===== src/rtl/phase_readout_serializer_pkg.sv =====
// Shared definitions for the phase readout serializer: phase width, FSM encodings, CRC-8 helper.
`default_nettype none

package phase_readout_serializer_pkg;

  localparam int PHASE_W = 4;
  localparam logic [7:0] CRC8_POLY = 8'h07;

  localparam int STATE_W = 3;
  localparam logic [STATE_W-1:0] ST_IDLE    = 3'd0;
  localparam logic [STATE_W-1:0] ST_WATCH   = 3'd1;
  localparam logic [STATE_W-1:0] ST_CAPTURE = 3'd2;
  localparam logic [STATE_W-1:0] ST_SHIFT   = 3'd3;
  localparam logic [STATE_W-1:0] ST_DONE    = 3'd4;

  // One serial step of an MSB-first CRC-8.
  function automatic logic [7:0] crc8_step(input logic [7:0] crc, input logic bit_in);
    crc8_step = {crc[6:0], 1'b0} ^ (((crc[7] ^ bit_in) == 1'b1) ? CRC8_POLY : 8'h00);
  endfunction

endpackage

`default_nettype wire


===== src/rtl/phase_readout_serializer_if.sv =====
// Host-side bus of the phase readout serializer: arm/flags/phases in, framed serial stream out.
`default_nettype none

interface phase_readout_serializer_if #(
  parameter int N = 210
);

  logic             arm;
  logic [N-1:0]     state_changed;
  logic [0:4*N-1]   phi_in;
  logic             rd_ready;
  logic             data_out;
  logic             data_valid;
  logic             frame_start;
  logic             frame_done;
  logic             steady;
  logic             timeout;

  modport master (
    output arm, state_changed, phi_in, rd_ready,
    input  data_out, data_valid, frame_start, frame_done, steady, timeout
  );

  modport slave (
    input  arm, state_changed, phi_in, rd_ready,
    output data_out, data_valid, frame_start, frame_done, steady, timeout
  );

endinterface

`default_nettype wire


===== src/rtl/phase_readout_serializer_convergence_detector.sv =====
// Counts quiet cycles and total wait cycles while enabled; flags convergence or timeout.
`default_nettype none

module convergence_detector #(
  parameter int STABLE_CYC = 8,
  parameter int MAX_WAIT   = 4096
) (
  input  logic clk,
  input  logic rst,
  input  logic enable,
  input  logic changed,
  output logic steady_hit,
  output logic timeout_hit
);

  localparam int SW = $clog2(STABLE_CYC + 1);
  localparam int WW = $clog2(MAX_WAIT + 1);
  localparam logic [SW-1:0] STAB_TOP = SW'(STABLE_CYC);
  localparam logic [WW-1:0] WAIT_TOP = WW'(MAX_WAIT);
  localparam logic [SW-1:0] STAB_ONE = SW'(1);
  localparam logic [WW-1:0] WAIT_ONE = WW'(1);

  logic [SW-1:0] stab_cnt, stab_nxt;
  logic [WW-1:0] wait_cnt, wait_nxt;

  // Hits are judged on the count this cycle produces, so CAPTURE follows immediately.
  always_comb begin
    stab_nxt = stab_cnt;
    wait_nxt = wait_cnt;
    if (changed)
      stab_nxt = '0;
    else if (stab_cnt != STAB_TOP)
      stab_nxt = stab_cnt + STAB_ONE;
    if (wait_cnt != WAIT_TOP)
      wait_nxt = wait_cnt + WAIT_ONE;
  end

  always_ff @(posedge clk or posedge rst) begin
    if (rst) begin
      stab_cnt <= '0;
      wait_cnt <= '0;
    end else if (!enable) begin
      stab_cnt <= '0;
      wait_cnt <= '0;
    end else begin
      stab_cnt <= stab_nxt;
      wait_cnt <= wait_nxt;
    end
  end

  assign steady_hit  = enable && (stab_nxt == STAB_TOP);
  assign timeout_hit = enable && (wait_nxt == WAIT_TOP);

endmodule

`default_nettype wire


===== src/rtl/phase_readout_serializer.sv =====
// Waits for network convergence, snapshots the phase vector and streams it out serially.
// Optional CRC-8 trailer enabled by defining PHASE_READOUT_CRC8_EN.
`default_nettype none

module phase_readout_serializer
  import phase_readout_serializer_pkg::*;
#(
  parameter int N          = 210,
  parameter int STABLE_CYC = 8,
  parameter int MAX_WAIT   = 4096
) (
  input  logic                         sclk,
  input  logic                         re,
  phase_readout_serializer_if.slave    bus
);

  localparam int PHASE_BITS = PHASE_W * N;
`ifdef PHASE_READOUT_CRC8_EN
  localparam int FRAME_LEN = PHASE_BITS + 8;
`else
  localparam int FRAME_LEN = PHASE_BITS;
`endif
  localparam int IW = $clog2(FRAME_LEN + 1);
  localparam int PW = $clog2(PHASE_BITS);
  localparam logic [IW-1:0] LAST_IDX = IW'(FRAME_LEN - 1);
  localparam logic [IW-1:0] IDX_ONE  = IW'(1);

  logic [STATE_W-1:0]    state, state_nxt;
  logic [0:PHASE_BITS-1] snap;
  logic [IW-1:0]         bit_idx;
  logic                  steady_q, timeout_q;
  logic                  steady_hit, timeout_hit;
  logic                  accept;
  logic                  phase_bit;
  logic                  tx_bit;

  convergence_detector #(
    .STABLE_CYC (STABLE_CYC),
    .MAX_WAIT   (MAX_WAIT)
  ) u_detector (
    .clk         (sclk),
    .rst         (re),
    .enable      (state == ST_WATCH),
    .changed     (|bus.state_changed),
    .steady_hit  (steady_hit),
    .timeout_hit (timeout_hit)
  );

  assign accept    = (state == ST_SHIFT) && bus.rd_ready;
  assign phase_bit = snap[bit_idx[PW-1:0]];

  always_ff @(posedge sclk or posedge re) begin
    if (re)
      state <= ST_IDLE;
    else
      state <= state_nxt;
  end

  always_comb begin
    state_nxt = state;
    case (state)
      ST_IDLE:    if (bus.arm) state_nxt = ST_WATCH;
      ST_WATCH:   if (steady_hit || timeout_hit) state_nxt = ST_CAPTURE;
      ST_CAPTURE: state_nxt = ST_SHIFT;
      ST_SHIFT:   if (accept && (bit_idx == LAST_IDX)) state_nxt = ST_DONE;
      ST_DONE:    state_nxt = ST_IDLE;
      default:    state_nxt = ST_IDLE;
    endcase
  end

  always_comb begin
    bus.data_out    = 1'b0;
    bus.data_valid  = 1'b0;
    bus.frame_start = 1'b0;
    bus.frame_done  = 1'b0;
    if (state == ST_SHIFT) begin
      bus.data_out    = tx_bit;
      bus.data_valid  = 1'b1;
      bus.frame_start = (bit_idx == '0);
    end
    if (state == ST_DONE)
      bus.frame_done = 1'b1;
    bus.steady  = steady_q;
    bus.timeout = timeout_q;
  end

  // Steady takes priority when both conditions land in the same cycle.
  always_ff @(posedge sclk or posedge re) begin
    if (re) begin
      steady_q  <= 1'b0;
      timeout_q <= 1'b0;
    end else if ((state == ST_IDLE) && bus.arm) begin
      steady_q  <= 1'b0;
      timeout_q <= 1'b0;
    end else if (state == ST_WATCH) begin
      if (steady_hit)
        steady_q <= 1'b1;
      else if (timeout_hit)
        timeout_q <= 1'b1;
    end
  end

  always_ff @(posedge sclk or posedge re) begin
    if (re) begin
      snap    <= '0;
      bit_idx <= '0;
    end else if (state == ST_CAPTURE) begin
      snap    <= bus.phi_in;
      bit_idx <= '0;
    end else if (accept) begin
      bit_idx <= bit_idx + IDX_ONE;
    end
  end

`ifdef PHASE_READOUT_CRC8_EN
  logic [7:0] crc;
  logic       in_crc;

  assign in_crc = (bit_idx >= IW'(PHASE_BITS));
  assign tx_bit = in_crc ? crc[7] : phase_bit;

  // Accumulates over accepted phase bits, then shifts itself out MSB first.
  always_ff @(posedge sclk or posedge re) begin
    if (re)
      crc <= 8'h00;
    else if (state == ST_CAPTURE)
      crc <= 8'h00;
    else if (accept)
      crc <= in_crc ? {crc[6:0], 1'b0} : crc8_step(crc, phase_bit);
  end
`else
  assign tx_bit = phase_bit;
`endif

endmodule

`default_nettype wire


===== src/flat_wrapper.sv =====
// flat-port wrapper written by rule: the top's interface ports become plain ports
module phase_readout_serializer_flat import phase_readout_serializer_pkg::*;
#(
  parameter int N          = 210,
  parameter int STABLE_CYC = 8,
  parameter int MAX_WAIT   = 4096
)
  (sclk, re, bus_arm, bus_state_changed, bus_phi_in, bus_rd_ready, bus_data_out, bus_data_valid, bus_frame_start, bus_frame_done, bus_steady, bus_timeout);
  phase_readout_serializer_if #(.N(N)) bus_i ();
  input  logic sclk;
  input  logic re;
  input wire logic [$bits(bus_i.arm)-1:0] bus_arm;
  input wire logic [$bits(bus_i.state_changed)-1:0] bus_state_changed;
  input wire logic [$bits(bus_i.phi_in)-1:0] bus_phi_in;
  input wire logic [$bits(bus_i.rd_ready)-1:0] bus_rd_ready;
  output wire logic [$bits(bus_i.data_out)-1:0] bus_data_out;
  output wire logic [$bits(bus_i.data_valid)-1:0] bus_data_valid;
  output wire logic [$bits(bus_i.frame_start)-1:0] bus_frame_start;
  output wire logic [$bits(bus_i.frame_done)-1:0] bus_frame_done;
  output wire logic [$bits(bus_i.steady)-1:0] bus_steady;
  output wire logic [$bits(bus_i.timeout)-1:0] bus_timeout;
  assign bus_i.arm = bus_arm;
  assign bus_i.state_changed = bus_state_changed;
  assign bus_i.phi_in = bus_phi_in;
  assign bus_i.rd_ready = bus_rd_ready;
  assign bus_data_out = bus_i.data_out;
  assign bus_data_valid = bus_i.data_valid;
  assign bus_frame_start = bus_i.frame_start;
  assign bus_frame_done = bus_i.frame_done;
  assign bus_steady = bus_i.steady;
  assign bus_timeout = bus_i.timeout;
  phase_readout_serializer #(.N(N), .STABLE_CYC(STABLE_CYC), .MAX_WAIT(MAX_WAIT)) u_core (.sclk(sclk), .re(re), .bus(bus_i));
endmodule

===== config.mk =====
export PLATFORM = sky130hd
export DESIGN_NAME = phase_readout_serializer_flat
export DESIGN_NICKNAME = d
export VERILOG_FILES = /design/src/rtl/phase_readout_serializer_pkg.sv /design/src/rtl/phase_readout_serializer_if.sv /design/src/rtl/phase_readout_serializer_convergence_detector.sv /design/src/rtl/phase_readout_serializer.sv /design/src/flat_wrapper.sv
export SDC_FILE = /design/constraint.sdc
export NUM_CORES = 2
export LEC_CHECK = 0
export ABC_CLOCK_PERIOD_IN_PS = 100900
export CORE_AREA = 2 2 415 417
export DETAILED_ROUTE_END_ITERATION = 6
export DIE_AREA = 0 0 417 419
export DONT_BUFFER_PORTS = 1
export GPL_TIMING_DRIVEN = 1
export PLACE_DENSITY = 0.42
export SLEW_MARGIN = 20
export SYNTH_ARGS = -nofsm -noshare
export SYNTH_HDL_FRONTEND = slang
export SYNTH_SLANG_ARGS = --single-unit

===== constraint.sdc =====
create_clock -name sclk -period 100.9 [get_ports sclk]
set_clock_uncertainty 0.2 [all_clocks]
set_input_delay 25.225 -clock sclk [delete_from_list [all_inputs] [get_ports sclk]]
set_output_delay 25.225 -clock sclk [all_outputs]
set_load 0.05 [all_outputs]

### Word-level counts from Yosys, hierarchy flattened

Cells that the tools add are included.

| word-level totals | value |
|---|---|
| output and inout port bits | 6 |
| word-level logic and storage cells | 66 |
| input bits | 1,054 |
| register bits after elaboration | 872 |

| cells by class | value |
|---|---|
| mux-type cells | 25 |
| reductions and logical operators | 16 |
| eq/ne operators | 13 |
| add/sub/neg operators | 3 |
| magnitude comparators | 1 |
| bitwise logic cells | 1 |

Operators by type and width:

| operator | number |
|---|---|
| OR reduction 210 bit | 1 |
| two-way mux 13 bit | 2 |
| two-way mux 10 bit | 2 |
| adder 13 x 1 -> 13 bit (second input constant) | 1 |
| equality test 13 bit (second input constant) | 1 |
| two-way mux 1 bit | 13 |
| != test 13 bit (second input constant) | 1 |
| two-way mux 4 bit | 3 |
| case mux 3 bit (4 select lines) | 1 |
| greater-or-equal comparator 11 bit (second input constant) | 1 |
| NOT 10 -> 11 bit | 1 |
| adder 10 x 1 -> 10 bit (second input constant) | 1 |
| binary-select mux 1 bit (select 10 bit) | 1 |
| equality test 10 bit (second input constant) | 1 |
| zero test 10 bit | 1 |
| two-way mux 3 bit | 3 |
| nonzero test 2 bit | 4 |
| equality test 3 x 2 -> 1 bit (second input constant) | 2 |
| AND reduction 3 bit | 2 |
| logical AND 1 bit | 5 |
| adder 4 x 1 -> 4 bit (second input constant) | 1 |
| equality test 4 bit (second input constant) | 1 |
| != test 2 x 1 -> 1 bit (second input constant) | 2 |
| != test 2 bit (second input constant) | 2 |
| other kinds (6) | 6 |

### Logic depth before layout (Yosys ltp)

| depth | value |
|---|---|
| depth after elaboration | 8 |
| mapped depth | 12 |
| mapped depth without buffers | 9 |

### Cells and area by module

From an unflattened synthesis, not the netlist that was laid out.

| second synthesis, totals | value |
|---|---|
| cells, all modules | 2,616 |
| area total of the unflattened synthesis | 40,074.7 µm² |

Modules (own cells, without submodules):

| module | instances | sequential area each (µm²) | area each (µm²) | cells each |
|---|---|---|---|---|
| phase_readout_serializer | 1 | 21,395.5 | 38,974.9 | 2,500 |
| convergence_detector | 1 | 425.4 | 1,099.8 | 116 |

### Worst setup path before layout

No wires, ideal clock.

| path | value |
|---|---|
| kind | reg-to-output |
| start | register u_core.bit_idx[0] |
| end | output bus_data_out |
| stages on the path, launching flop included | 13 |
| required time | 75.475 ns |
| path buffers | 5 |
| arrival time | 3.345 ns |
| slack | 72.130 ns |
| path through | dfrtp_1 buf_4 buf_6 buf_6 buf_6 buf_6 inv_2 nand2_1 o22ai_1 o41ai_1 o21ai_0 a22o_1 o311ai_1 |

| on the way | value |
|---|---|
| word-level cells in the longest chain between the ends | 5 |

RTL lines:

| item | line | RTL |
|---|---|---|
| start, declared | phase_readout_serializer.sv:30 | `logic [IW-1:0] bit_idx;` |
| start signal, assigned | phase_readout_serializer.sv:111 | `bit_idx <= bit_idx + IDX_ONE;` |
| NOT 10 -> 11 bit (implied by the code) | phase_readout_serializer.sv:50 | `assign phase_bit = snap[bit_idx[PW-1:0]];` |
| binary-select mux 1 bit (select 10 bit) | phase_readout_serializer.sv:50 |  |
| two-way mux 1 bit (implied by the code) (2 in series) | phase_readout_serializer.sv:50 |  |
| two-way mux 1 bit | phase_readout_serializer.sv:76 | `if (state == ST_SHIFT) begin` |
| end, declared | flat_wrapper.sv:16 | `output wire logic [$bits(bus_i.data_out)-1:0] bus_data_out;` |

Every way passes these cells. The select of a mux whose other input is x is not followed.

### Final worst setup path

Ends and elaborated chain as after synthesis.

==> summary.txt <==
Run status
  – Status: finished, final reports clean

Synthesis
  – Sequential area share after synthesis: 0.548
  – Number of enable flip-flop cells after synthesis: 0
  – Syn Std Cell Area: 39800 µm²
  – Syn_area_per_cell: 15.6 µm²
  – Leading area contributor after synthesis: dfrtp_1
  – Synth top area cells: dfrtp_1 55%, mux2_2 24%, mux4_2 12%
  – Syn Inst Count: 2561
  – Warnings from Yosys: 0
  – Synth top area share: 0.548
  – Asr flop ratio synth: 1.00
  – Mapped Nets: 3621
  – Primary FF master, synth: dfrtp_1
  – Seq cells post-synth: 872
  – Synth unique cells: 63

Placed design
  – Post-DP HPWL: 113 mm
  – Cells after DPL: 4662
  – Gpl congestion: 0.886
  – Dpl cell area: 42300 µm²
  – Port bufs: 0
  – Pre-CTS WS: 70.23 ns

Pwr
  – P_leak: 20.8 nW
  – Overall power: 0.000762 W
  – Pwr dens: 16.5 nW/µm²
  – Worst vdd ir: 12.2 µV

Layout
  – Post-route cell area: 46100 µm²
  – Most common cell after layout, fill and taps aside: dfrtp_1
  – Highest-count cells in the layout ignoring fill and taps: 866 x dfrtp_1, 842 x mux2_2, 219 x mux4_2
  – Fin nets: 3596
  – Share of cells above drive strength 1: 0.497
  – Filler cell count: 17300
  – Syn-to-layout area delta: 15.7%
  – Final Instance Count excl. Fillers: 4916

Drt
  – WL/cell: 30.7 µm
  – Initial DRT Pass Iterations: 5
  – DRT iter0 DRCs: 1290
  – Final WL: 151 mm
  – Vias per cell: 4.85
  – Antenna-violating nets left: 0
  – Drt drc: 0
  – Vias: 23900

Worst setup path
  – Worst Setup Start Kind: flip-flop
  – CP max stage cell: dfrtp_4
  – CP Max Fanout: 78
  – Worst endpoint required time: 75.48 ns
  – Crit path buffers/inverters: 2
  – Setup crit end kind: primary output
  – Critical path, cell by cell: buf_4 -> buf_12 -> mux4_2 -> mux4_2 -> mux2_2 -> nand2_1 -> a41oi_1 -> o31ai_1 -> o311ai_4
  – Crit-path leading delay family: multiplexers
  – Critical path class: flip-flop to primary output
  – Crit path DAT: 5.83 ns
  – CP dominant cell by count: mux4_2
  – CP peak stage delay: 0.86 ns

Clocking
  – CTS max path bufs: 3
  – # H-tree levels: 3
  – Clk pin slew, worst setup/hold paths: 0.07 ns
  – Post-CTS resize count: 0
  – Cts hold-fix bufs: 0
  – Total CTS buffers: 105
  – CTS root buffer: clkbuf_16
  – CTS Sinks: 872
  – Postcts setup bufs: 0
  – CTS tree: done
  – Clk Latency, worst-skew pair: 0.75 ns

Floorplanning
  – Core area: 171000 µm²
  – Ports: 1060
  – Die area: 175000 µm²
  – Die width: 417 µm
  – # rows: 152
  – Starting density of the core: 0.234
  – Die height: 419 µm

STA
  – Rel. slew slack: 0.251
  – Worst Max-Slew Pin Slew: 1.12 ns
  – # setup viols final: 0
  – Final WS setup: 69.65 ns
  – Final Hold Viols: 0
  – RSZ-0062 raised after global routing: false
  – Final Critical Period: 31.25 ns
  – Max Fclk: 32.0 MHz
  – Max-slew violation count: 0
  – Period utilization: 0.310
  – Setup TNS: 0 ns

Global route
  – Global-route wire length before repair: 208 mm
  – Met1 Usage GRT: 0.183
  – Grt ovf: 0
  – Met3 GRT Util: 0.0556
  – Met2 GRT Util: 0.303
  – Most Crowded Layer GR: met2
  – Largest net degree at the start of global routing: 170
  – Initial antenna violation count: 179
  – GRT Overall Usage: 0.169
  – Vias in the first global route: 25600

Flow run
  – Maximum capacitance violations: 0

Min path
  – Hold Path Class: flip-flop to flip-flop
## synthesized netlist by cell type (all sizes together), types with 3 or more instances
cell and number:
dfrtp 872, mux2 842, mux4 219, clkbuf 122, nor4 61, nand2 56
buf 52, nor2 37, a22oi 30, a21oi 24, nand3 24, mux2i 18
o22ai 18, nand4 17, and3 12, xor2 12, inv 11, nor2b 11
o21ai 11, and2 10, a211oi 9, nand2b 7, ha 6, nor3 6
or3 6, nand3b 5, or4 5, xnor2 5, a31oi 3, a32oi 3
and4 3, o221ai 3, or3b 3
## registers in the layout, indices dropped and copies added, names as in the netlist
| signal | cells |
|---|---|
| u_core.bit_idx | 10 |
| u_core.snap | 840 |
| u_core.u_detector.wait_cnt | 13 |
| u_core.bus.steady | 1 |
| u_core.u_detector.stab_cnt | 4 |
| u_core.state | 3 |
| u_core.bus.timeout | 1 |
## layout make-up
cell class / count / area, µm² / share of cell area
sequential: 872 / 21800 / 0.474
tap: 2233 / 2790 / 0.0606
clock buffer: 156 / 3180 / 0.0690
clock inverter: 40 / 464 / 0.0101
multi-input combinational: 1504 / 17300 / 0.374
inverter: 11 / 48.8 / 0.00106
timing repair buffer: 42 / 369 / 0.00801
antenna: 58 / 145 / 0.00315
## power by group
group	switching [W]	total (W)	internal, W
registers	0.00000161	0.000352	0.000351
clock network	0.000161	0.000397	0.000237
logic	0.00000964	0.0000125	0.00000286
total	0.000172	0.000762	0.000590
## cell families after synthesis
family | Yosys count | share of synthesized area
adder cells (fa/ha/maj) | 6 | 0.00188
buffers and inverters | 185 | 0.0206
multiplexers | 1079 | 0.366
XOR/XNOR | 17 | 0.00374
flip-flops | 872 | 0.548
AND/OR/NAND/NOR | 269 | 0.0365
AO/OA/AOI/OAI | 133 | 0.0232
## routing by layer
layer	vias to the layer above	wire length (µm)	part of all wire
met5	-	727	0.0048
met4	114	5850	0.039
met3	432	9970	0.066
met2	917	79600	0.53
met1	12600	54700	0.36
li1	9783	-	-
## worst paths after layout
path	start	endpoint	slack, ns	cells past startpoint
max	u_core.bit_idx[0]	bus_data_out	69.65	9
min	u_core.snap[24]	u_core.snap[24]	0.30	1
max in group asynchronous	re	u_core.snap[3]	72.38	5
min reg2reg	u_core.snap[24]	u_core.snap[24]	0.30	1
max reg2reg	u_core.state[2]	u_core.snap[275]	96.64	6
min in group asynchronous	re	u_core.snap[593]	24.32	1
## metrics by stage
step | util | hold WS, ns
2_1_floorplan | - | 0.275
3_3_place_gp | 0.248 | 0.285
3_5_place_dp | 0.248 | 0.290
4_1_cts | 0.269 | 0.302
5_1_grt | 0.270 | 0.310
6_report | 0.270 | 0.299
Power figures use the tool's default switching activity.
